`config.mk`:
```
export PLATFORM = sky130hd
export DESIGN_NAME = fde_sequencer
export DESIGN_NICKNAME = d
export VERILOG_FILES = /design/src/rtl/fde_pkg.sv /design/src/rtl/fde_decode.sv /design/src/rtl/fde_sequencer.sv
export SDC_FILE = /design/constraint.sdc
export NUM_CORES = 1
export LEC_CHECK = 0
export CORE_MARGIN = 2
export CORE_UTILIZATION = 46
export CTS_CLUSTER_SIZE = 28
export DETAILED_ROUTE_END_ITERATION = 10
export GPL_ROUTABILITY_DRIVEN = 1
export MAX_ROUTING_LAYER = met4
export PLACE_DENSITY = 0.81
export SLEW_MARGIN = 0
export SYNTH_ARGS = -nofsm -noshare
export SYNTH_HDL_FRONTEND = slang
export SYNTH_HIERARCHICAL = 1
export SYNTH_SLANG_ARGS = --single-unit
```
`constraint.sdc`:
```
create_clock -name i_clk -period 2.31 [get_ports i_clk]
set_input_delay 0.231 -clock i_clk [delete_from_list [all_inputs] [get_ports i_clk]]
set_output_delay 0.231 -clock i_clk [all_outputs]
set_load 0.01 [all_outputs]
```
`src/rtl/fde_pkg.sv`:
```
// Shared definitions for the fetch-decode-execute sequencer: opcodes,
// FSM state encoding and instruction field offsets.
package fde_pkg;

    localparam logic [3:0] OP_NOP       = 4'd0;
    localparam logic [3:0] OP_ALU_FIRST = 4'd1;
    localparam logic [3:0] OP_ALU_LAST  = 4'd11;
    localparam logic [3:0] OP_LDI       = 4'd12;
    localparam logic [3:0] OP_JMP       = 4'd13;
    localparam logic [3:0] OP_RSVD      = 4'd14;
    localparam logic [3:0] OP_HALT      = 4'd15;

    localparam int OPC_LSB  = 12;
    localparam int DST_LSB  = 8;
    localparam int SRC1_LSB = 4;
    localparam int SRC2_LSB = 0;
    localparam int IMM_LSB  = 0;

    typedef enum logic [2:0] {
        ST_IDLE      = 3'd0,
        ST_FETCH     = 3'd1,
        ST_DECODE    = 3'd2,
        ST_EXECUTE   = 3'd3,
        ST_WRITEBACK = 3'd4,
        ST_HALT      = 3'd5
    } state_e;

endpackage

```
`src/rtl/fde_decode.sv`:
```
// Combinational opcode classifier used by the sequencer.
module fde_decode
    import fde_pkg::*;
(
    input  logic [3:0] i_opcode,
    output logic       o_is_alu,
    output logic       o_is_ldi,
    output logic       o_is_jmp,
    output logic       o_is_halt,
    output logic       o_writes_reg
);

    assign o_is_alu     = (i_opcode >= OP_ALU_FIRST) && (i_opcode <= OP_ALU_LAST);
    assign o_is_ldi     = (i_opcode == OP_LDI);
    assign o_is_jmp     = (i_opcode == OP_JMP);
    assign o_is_halt    = (i_opcode == OP_HALT);
    assign o_writes_reg = o_is_alu || o_is_ldi;

endmodule

```
`src/rtl/fde_sequencer.sv`:
```
// Control FSM of the 8-bit fetch-decode-execute CPU, one instruction in flight.
// Optional FDE_SINGLE_STEP_EN adds i_step: one instruction per step, then back to IDLE.
module fde_sequencer
    import fde_pkg::*;
#(
    parameter int PC_W   = 8,
    parameter int DATA_W = 8,
    parameter int CNT_W  = 16
) (
    input  logic              i_clk,
    input  logic              i_reset,
    input  logic              i_run,
`ifdef FDE_SINGLE_STEP_EN
    input  logic              i_step,
`endif
    output logic              o_imem_req,
    output logic [PC_W-1:0]   o_imem_addr,
    input  logic              i_imem_ack,
    input  logic [15:0]       i_imem_data,
    output logic [3:0]        o_read_reg1,
    output logic [3:0]        o_read_reg2,
    output logic [3:0]        o_alu_op,
    input  logic [DATA_W-1:0] i_alu_result,
    output logic              o_write_en,
    output logic [3:0]        o_write_reg,
    output logic [DATA_W-1:0] o_write_data,
    output logic              o_halted,
    output logic [CNT_W-1:0]  o_retired,
    output logic [2:0]        o_dbg_state
);

    state_e            state_q, state_d;
    logic [PC_W-1:0]   pc_q, pc_d;
    logic [15:0]       ir_q, ir_d;
    logic [DATA_W-1:0] result_q, result_d;
    logic [CNT_W-1:0]  retired_q, retired_d;

    logic is_alu, is_ldi, is_jmp, is_halt, writes_reg;
    logic start_ok;

    fde_decode u_decode (
        .i_opcode     (ir_q[OPC_LSB +: 4]),
        .o_is_alu     (is_alu),
        .o_is_ldi     (is_ldi),
        .o_is_jmp     (is_jmp),
        .o_is_halt    (is_halt),
        .o_writes_reg (writes_reg)
    );

`ifdef FDE_SINGLE_STEP_EN
    assign start_ok = i_run && i_step;
`else
    assign start_ok = i_run;
`endif

    always_ff @(posedge i_clk) begin
        if (i_reset) begin
            state_q   <= ST_IDLE;
            pc_q      <= '0;
            ir_q      <= '0;
            result_q  <= '0;
            retired_q <= '0;
        end else begin
            state_q   <= state_d;
            pc_q      <= pc_d;
            ir_q      <= ir_d;
            result_q  <= result_d;
            retired_q <= retired_d;
        end
    end

    always_comb begin
        state_d      = state_q;
        pc_d         = pc_q;
        ir_d         = ir_q;
        result_d     = result_q;
        retired_d    = retired_q;
        o_imem_req   = 1'b0;
        o_read_reg1  = 4'd0;
        o_read_reg2  = 4'd0;
        o_alu_op     = 4'd0;
        o_write_en   = 1'b0;
        o_write_reg  = 4'd0;
        o_write_data = '0;

        case (state_q)
            ST_IDLE: begin
                if (start_ok) state_d = ST_FETCH;
            end
            ST_FETCH: begin
                o_imem_req = 1'b1;
                if (i_imem_ack) begin
                    ir_d    = i_imem_data;
                    state_d = ST_DECODE;
                end
            end
            ST_DECODE: begin
                o_read_reg1 = ir_q[SRC1_LSB +: 4];
                o_read_reg2 = ir_q[SRC2_LSB +: 4];
                state_d     = ST_EXECUTE;
            end
            ST_EXECUTE: begin
                // Read addresses stay up so the registered file output remains valid for the ALU.
                o_read_reg1 = ir_q[SRC1_LSB +: 4];
                o_read_reg2 = ir_q[SRC2_LSB +: 4];
                o_alu_op    = ir_q[OPC_LSB +: 4];
                if (is_alu)      result_d = i_alu_result;
                else if (is_ldi) result_d = DATA_W'(ir_q[IMM_LSB +: 8]);
                state_d = ST_WRITEBACK;
            end
            ST_WRITEBACK: begin
                o_write_en   = writes_reg && (ir_q[DST_LSB +: 4] != 4'd0);
                o_write_reg  = ir_q[DST_LSB +: 4];
                o_write_data = result_q;
                pc_d         = is_jmp ? PC_W'(ir_q[IMM_LSB +: 8]) : pc_q + PC_W'(1);
                retired_d    = retired_q + CNT_W'(1);
`ifdef FDE_SINGLE_STEP_EN
                state_d = is_halt ? ST_HALT : ST_IDLE;
`else
                if (is_halt)    state_d = ST_HALT;
                else if (i_run) state_d = ST_FETCH;
                else            state_d = ST_IDLE;
`endif
            end
            ST_HALT: begin
                state_d = ST_HALT;
            end
            default: begin
                state_d = ST_IDLE;
            end
        endcase
    end

    assign o_imem_addr = pc_q;
    assign o_halted    = (state_q == ST_HALT);
    assign o_retired   = retired_q;
    assign o_dbg_state = state_q;

endmodule
```
-- After elaboration in Yosys (flattened, before gate mapping)
Index checks and enable logic that the tools add are counted.
- add/sub/neg operators: 2
- $lt $le $gt $ge: 2
- eq/ne operators: 10
- muxes and demuxes: 15
- reductions and logical operators: 10
- operator list (kind ; count):
    8-bit two-way mux ; 4
    3-bit case mux with 6 select lines ; 1
    16-bit by 1-bit adder with 16-bit output (second input constant) ; 1
    4-bit two-way mux ; 4
    4-bit equality test (second input constant) ; 3
    3-bit two-way mux ; 3
    8-bit by 1-bit adder with 8-bit output (second input constant) ; 1
    3-bit by 2-bit equality test with 1-bit output (second input constant) ; 2
    3-bit equality test (second input constant) ; 2
    2-bit AND reduction ; 3
    4-bit by 1-bit >= comparator with 1-bit output (second input constant) ; 1
    4-bit less-or-equal comparator (second input constant) ; 1
    2-bit != test (second input constant) ; 2
    4-bit nonzero test ; 1
    3-bit by 1-bit equality test with 1-bit output (second input constant) ; 1
    3-bit zero test ; 1
    1-bit two-way mux ; 3
    1-bit logical AND ; 2
    2-bit nonzero test ; 1
    2-bit OR reduction ; 1
    1-bit logical OR ; 1
- bits in registers: 51
- output and inout port bits: 54
- word-level logic and storage cells: 44

-- Logic depth before layout (Yosys ltp)
- depth after elaboration: 5
- depth in mapped cells: 7
- mapped depth without buffers: 6

-- By module
The synthesis kept the hierarchy.
- by module, submodules not included (module ; instances ; cells each ; area each (um^2)):
    fde_sequencer ; 1 ; 302 ; 2474.9
    fde_decode ; 1 ; 10 ; 65.1

-- Worst setup path before layout
OpenSTA, ideal clock, no wires.
- path type: reg2reg
- start: register ir_q[13]
- end: register result_q[6]
- setup time: 0.086 ns
- data arrival time: 1.676 ns
- required time: 2.224 ns
- slack: 0.548 ns
- cell stages (with the launch flop): 8
- buffers on the path: 2
- cell sequence: dfxtp_1 -> nor4_4 -> a21oi_1 -> clkbuf_1 -> o21a_2 -> buf_2 -> nor2_1 -> a211oi_1
- longest elaborated chain between the ends: 4
- RTL lines (element ; line ; source):
    start, declared ; fde_sequencer.sv:34 ; logic [15:0] ir_q, ir_d;
    start signal, assigned ; fde_sequencer.sv:66 ; ir_q <= ir_d;
    4-bit by 1-bit >= comparator with 1-bit output / 4-bit less-or-equal comparator (equally long branches) ; fde_decode.sv:13 ; assign o_is_alu = (i_opcode >= OP_ALU_FIRST) && (i_opcode <= OP_ALU_LAST);
    1-bit logical AND * ; fde_decode.sv:13 ;
    via is_alu ; fde_sequencer.sv:38 ; logic is_alu, is_ldi, is_jmp, is_halt, writes_reg;
    2-bit nonzero test (no line) ; - ;
    2-bit AND reduction (no line) ; - ;
    end signal, assigned ; fde_sequencer.sv:67 ; result_q <= result_d;
    end, declared ; fde_sequencer.sv:35 ; logic [DATA_W-1:0] result_q, result_d;
Mark *: on every way through the listed nets, which the timed path passes. The rest lies on a longest branch.
A chain may end at the register's enable or synchronous reset.

-- Worst setup path after layout
- start: register state_q[0], in the netlist o_dbg_state[0]
- end: output port o_write_reg[3]
- longest elaborated chain between the ends: 2
- RTL lines (element ; line ; source):
    start, declared ; fde_sequencer.sv:32 ; state_e state_q, state_d;
    start signal, assigned ; fde_sequencer.sv:64 ; state_q <= state_d;
    3-bit equality test ; fde_sequencer.sv:86 ; case (state_q)
    4-bit two-way mux ; fde_sequencer.sv:86 ;
    end, declared ; fde_sequencer.sv:25 ; output logic [3:0] o_write_reg,
Every way passes these cells.

==> metrics <==
starting density of the core 47.0%; crit end category output pin; Worst-path clk slew 0.09 ns; post_cts resized 0; crit share post-route 92.4%; HPWL after detailed placement 4.44 mm; Pwr Total 1.62 mW; EDFF count, synth 0; ratio of cells with drive above 1 in the final layout 6.65%; I/O pin cnt 82; pre-CTS setup slack 0.491 ns; Slew Viols, Final 0; drt via density 5.18; routing usage on met2 35.3%; Final Core Density 65.0%; TritonCTS buffer count 5; GRT overflow 0; Max Buffers Root-to-Sink 2; crit start category register; Cells after DPL 455; pin count of the biggest net entering global routing 29; capturing point of the worst reg2reg path o_retired[15]$_SDFFE_PP0N_; delay of the slowest cell on the worst path 0.54 ns; pwr dens 462 nW/µm²; Primary FF master, synth dfxtp_1; met3 usage 6.21%; CTS H-tree depth 2; Setup Viol. Count Final 0; Worst-Skew Late Latency 0.30 ns; detailed router's first-iteration violation count 65; die width 78.3 µm; reg-to-reg slack, setup 0.48 ns; storage element area 1020 µm²; Worst Path Required 2.08 ns; Clock Skews 0.00807 ns; Worst IR Drop VDD 0.000316 V; # rows 27; DR vias 2397; Net Count, Synth 342; total track usage 20.5%; critical path type register to output pin; worst reg2reg path startpoint o_dbg_state[2]$_SDFFE_PP0P_; outcome finished clean; Root Driver clkbuf_8; Yosys Warn Count 6; Die Y 78.3 µm; met1 GRT Util 23.3%; Critical-path top delay cell clkdlybuf4s50_1; PortBufs 81; first-pass GRT wire length 9.91 mm; area occupied by multi-input gates 1410 µm²; hold endpoint o_retired[12]$_SDFFE_PP0N_; CORE AREA 5410 µm²; most common cell after layout, fill and taps aside clkdlybuf4s50_1; P_leak 1.21 nW; hold path start i_reset; ys async rst share 0%; vias in the first global route 2226; Worst Hold Class primary input to register; Post-layout nets 420; DR pass1 iterations 6; path depth of the worst reg2reg path 6; setup TNS 0 ns; Synth-to-Final Area Change 38.3%; diode count 0; crit path DAT 1.90 ns; final worst slack 0.176 ns; worst-margin pin slew 0.421 ns; post-synthesis sequential area ratio 40.2%; Remaining DRCs 0; final hold violation count 0; CTS tree yes; fill count 479; WL final 6.06 mm; Max Cap Violations 0; post-route minimum period 2.13 ns; non-filler cells, final 463; GP Congestion 0.851; Routed WL per cell 13.1 µm; post-synth cell types 44; RSZ-0062 raised after global routing false; max_slew headroom 71.9%; hold_buf cts 0; Seq cells post-synth 51; Detail Route Antenna Nets 0; mapped cell area 2540 µm²; number of post-CTS setup repair buffers 0; CP Cell Sequence nor3b_2 > buf_12 > and2_1 > clkdlybuf4s50_1; Avg Cell Area, Syn 8.14 µm²; CP max FO 28; Mapped Cells 312; initial antenna violation count 0; fmax 469 MHz; die area 6130 µm²; CTS sink cnt 51; gr busiest metal met2; most frequent cells in the layout clkdlybuf4s50_1 (80), dfxtp_1 (51), nand2_1 (43); worst hold path cell count 2
[final cells by class]
cell class,count,share of cell area [%]
tap,72,2.56
timing repair buffer,91,25.4
sequential,51,29.1
inverter,5,0.534
multi-input combinational,236,40.1
clock inverter,1,0.142
clock buffer,7,2.17
[routing by layer]
| layer | up-vias | share of wire (%) |
|---|---|---|
| li1 | 1230 | - |
| met1 | 1091 | 45 |
| met2 | 68 | 47 |
| met3 | 8 | 7.0 |
| met4 | 0 | 1.1 |
| met5 | - | 0 |
[cells in the mapped netlist, types with 7 or more instances]
cell type,instances,area (µm²)
buf_2,7,35.0
nand3_1,12,60.1
nor2_1,35,131
nand2_1,43,161
a211oi_1,14,105
dfxtp_1,51,1020
a21oi_1,27,135
xnor2_1,11,96.3
mux2i_1,10,100
and2_1,26,163
clkbuf_1,10,37.5
[worst max-delay path, delay by kind of cell, from the launching register on]
| kind | cells | cell delay, ns |
|---|---|---|
| buffers and inverters | 2 | 0.74 |
| AND/OR/NAND/NOR | 2 | 0.44 |
| flip-flops | 1 | 0.42 |
[state kept, by name (all words and copies together), names as in the netlist]
register	count
ir_q	16
o_retired	16
o_imem_addr	8
result_q	8
o_dbg_state	3
[per-stage QoR]
step | hold slack, ns | area (µm²)
finish | 0.334 | 3510
global route | 0.371 | 3510
CTS | 0.336 | 3510
detailed placement | 0.472 | 3430
global placement | 0.466 | 3430
floorplan | 0.367 | 2540
[worst max path at each step]
| stage | to | from | depth (start not counted) |
|---|---|---|---|
| floorplan | result_q[6]$_SDFFE_PP0P_ | ir_q[13]$_SDFFE_PP0P_ | 7 |
| global placement | o_write_reg[3] | o_dbg_state[0]$_SDFFE_PP0P_ | 4 |
| detailed placement | o_retired[15]$_SDFFE_PP0N_ | o_dbg_state[2]$_SDFFE_PP0P_ | 6 |
| CTS | o_write_data[6] | o_dbg_state[1]$_SDFFE_PP0P_ | 4 |
| global route | o_write_reg[3] | o_dbg_state[0]$_SDFFE_PP0P_ | 4 |
| finish | o_write_reg[3] | o_dbg_state[0]$_SDFFE_PP0P_ | 4 |
[power breakdown]
group | switching, mW | internal [mW] | leakage [nW]
sequential | 0.0311 | 0.899 | 0.412
combinational | 0.0919 | 0.111 | 0.758
clock | 0.276 | 0.213 | 0.0422
[kinds of logic (layout without fill, tap and decap cells)]
group,count (synthesis),count (layout),synth area share (%)
fa+ha+maj,2,2,0.985
simple gates,152,152,31.2
mux,12,12,4.83
xor+xnor,12,12,4.14
compound gates,58,58,14.3
flops,51,51,40.2
buf+inv,25,104,4.34
Note: power is estimated with default switching activity, not from simulation.
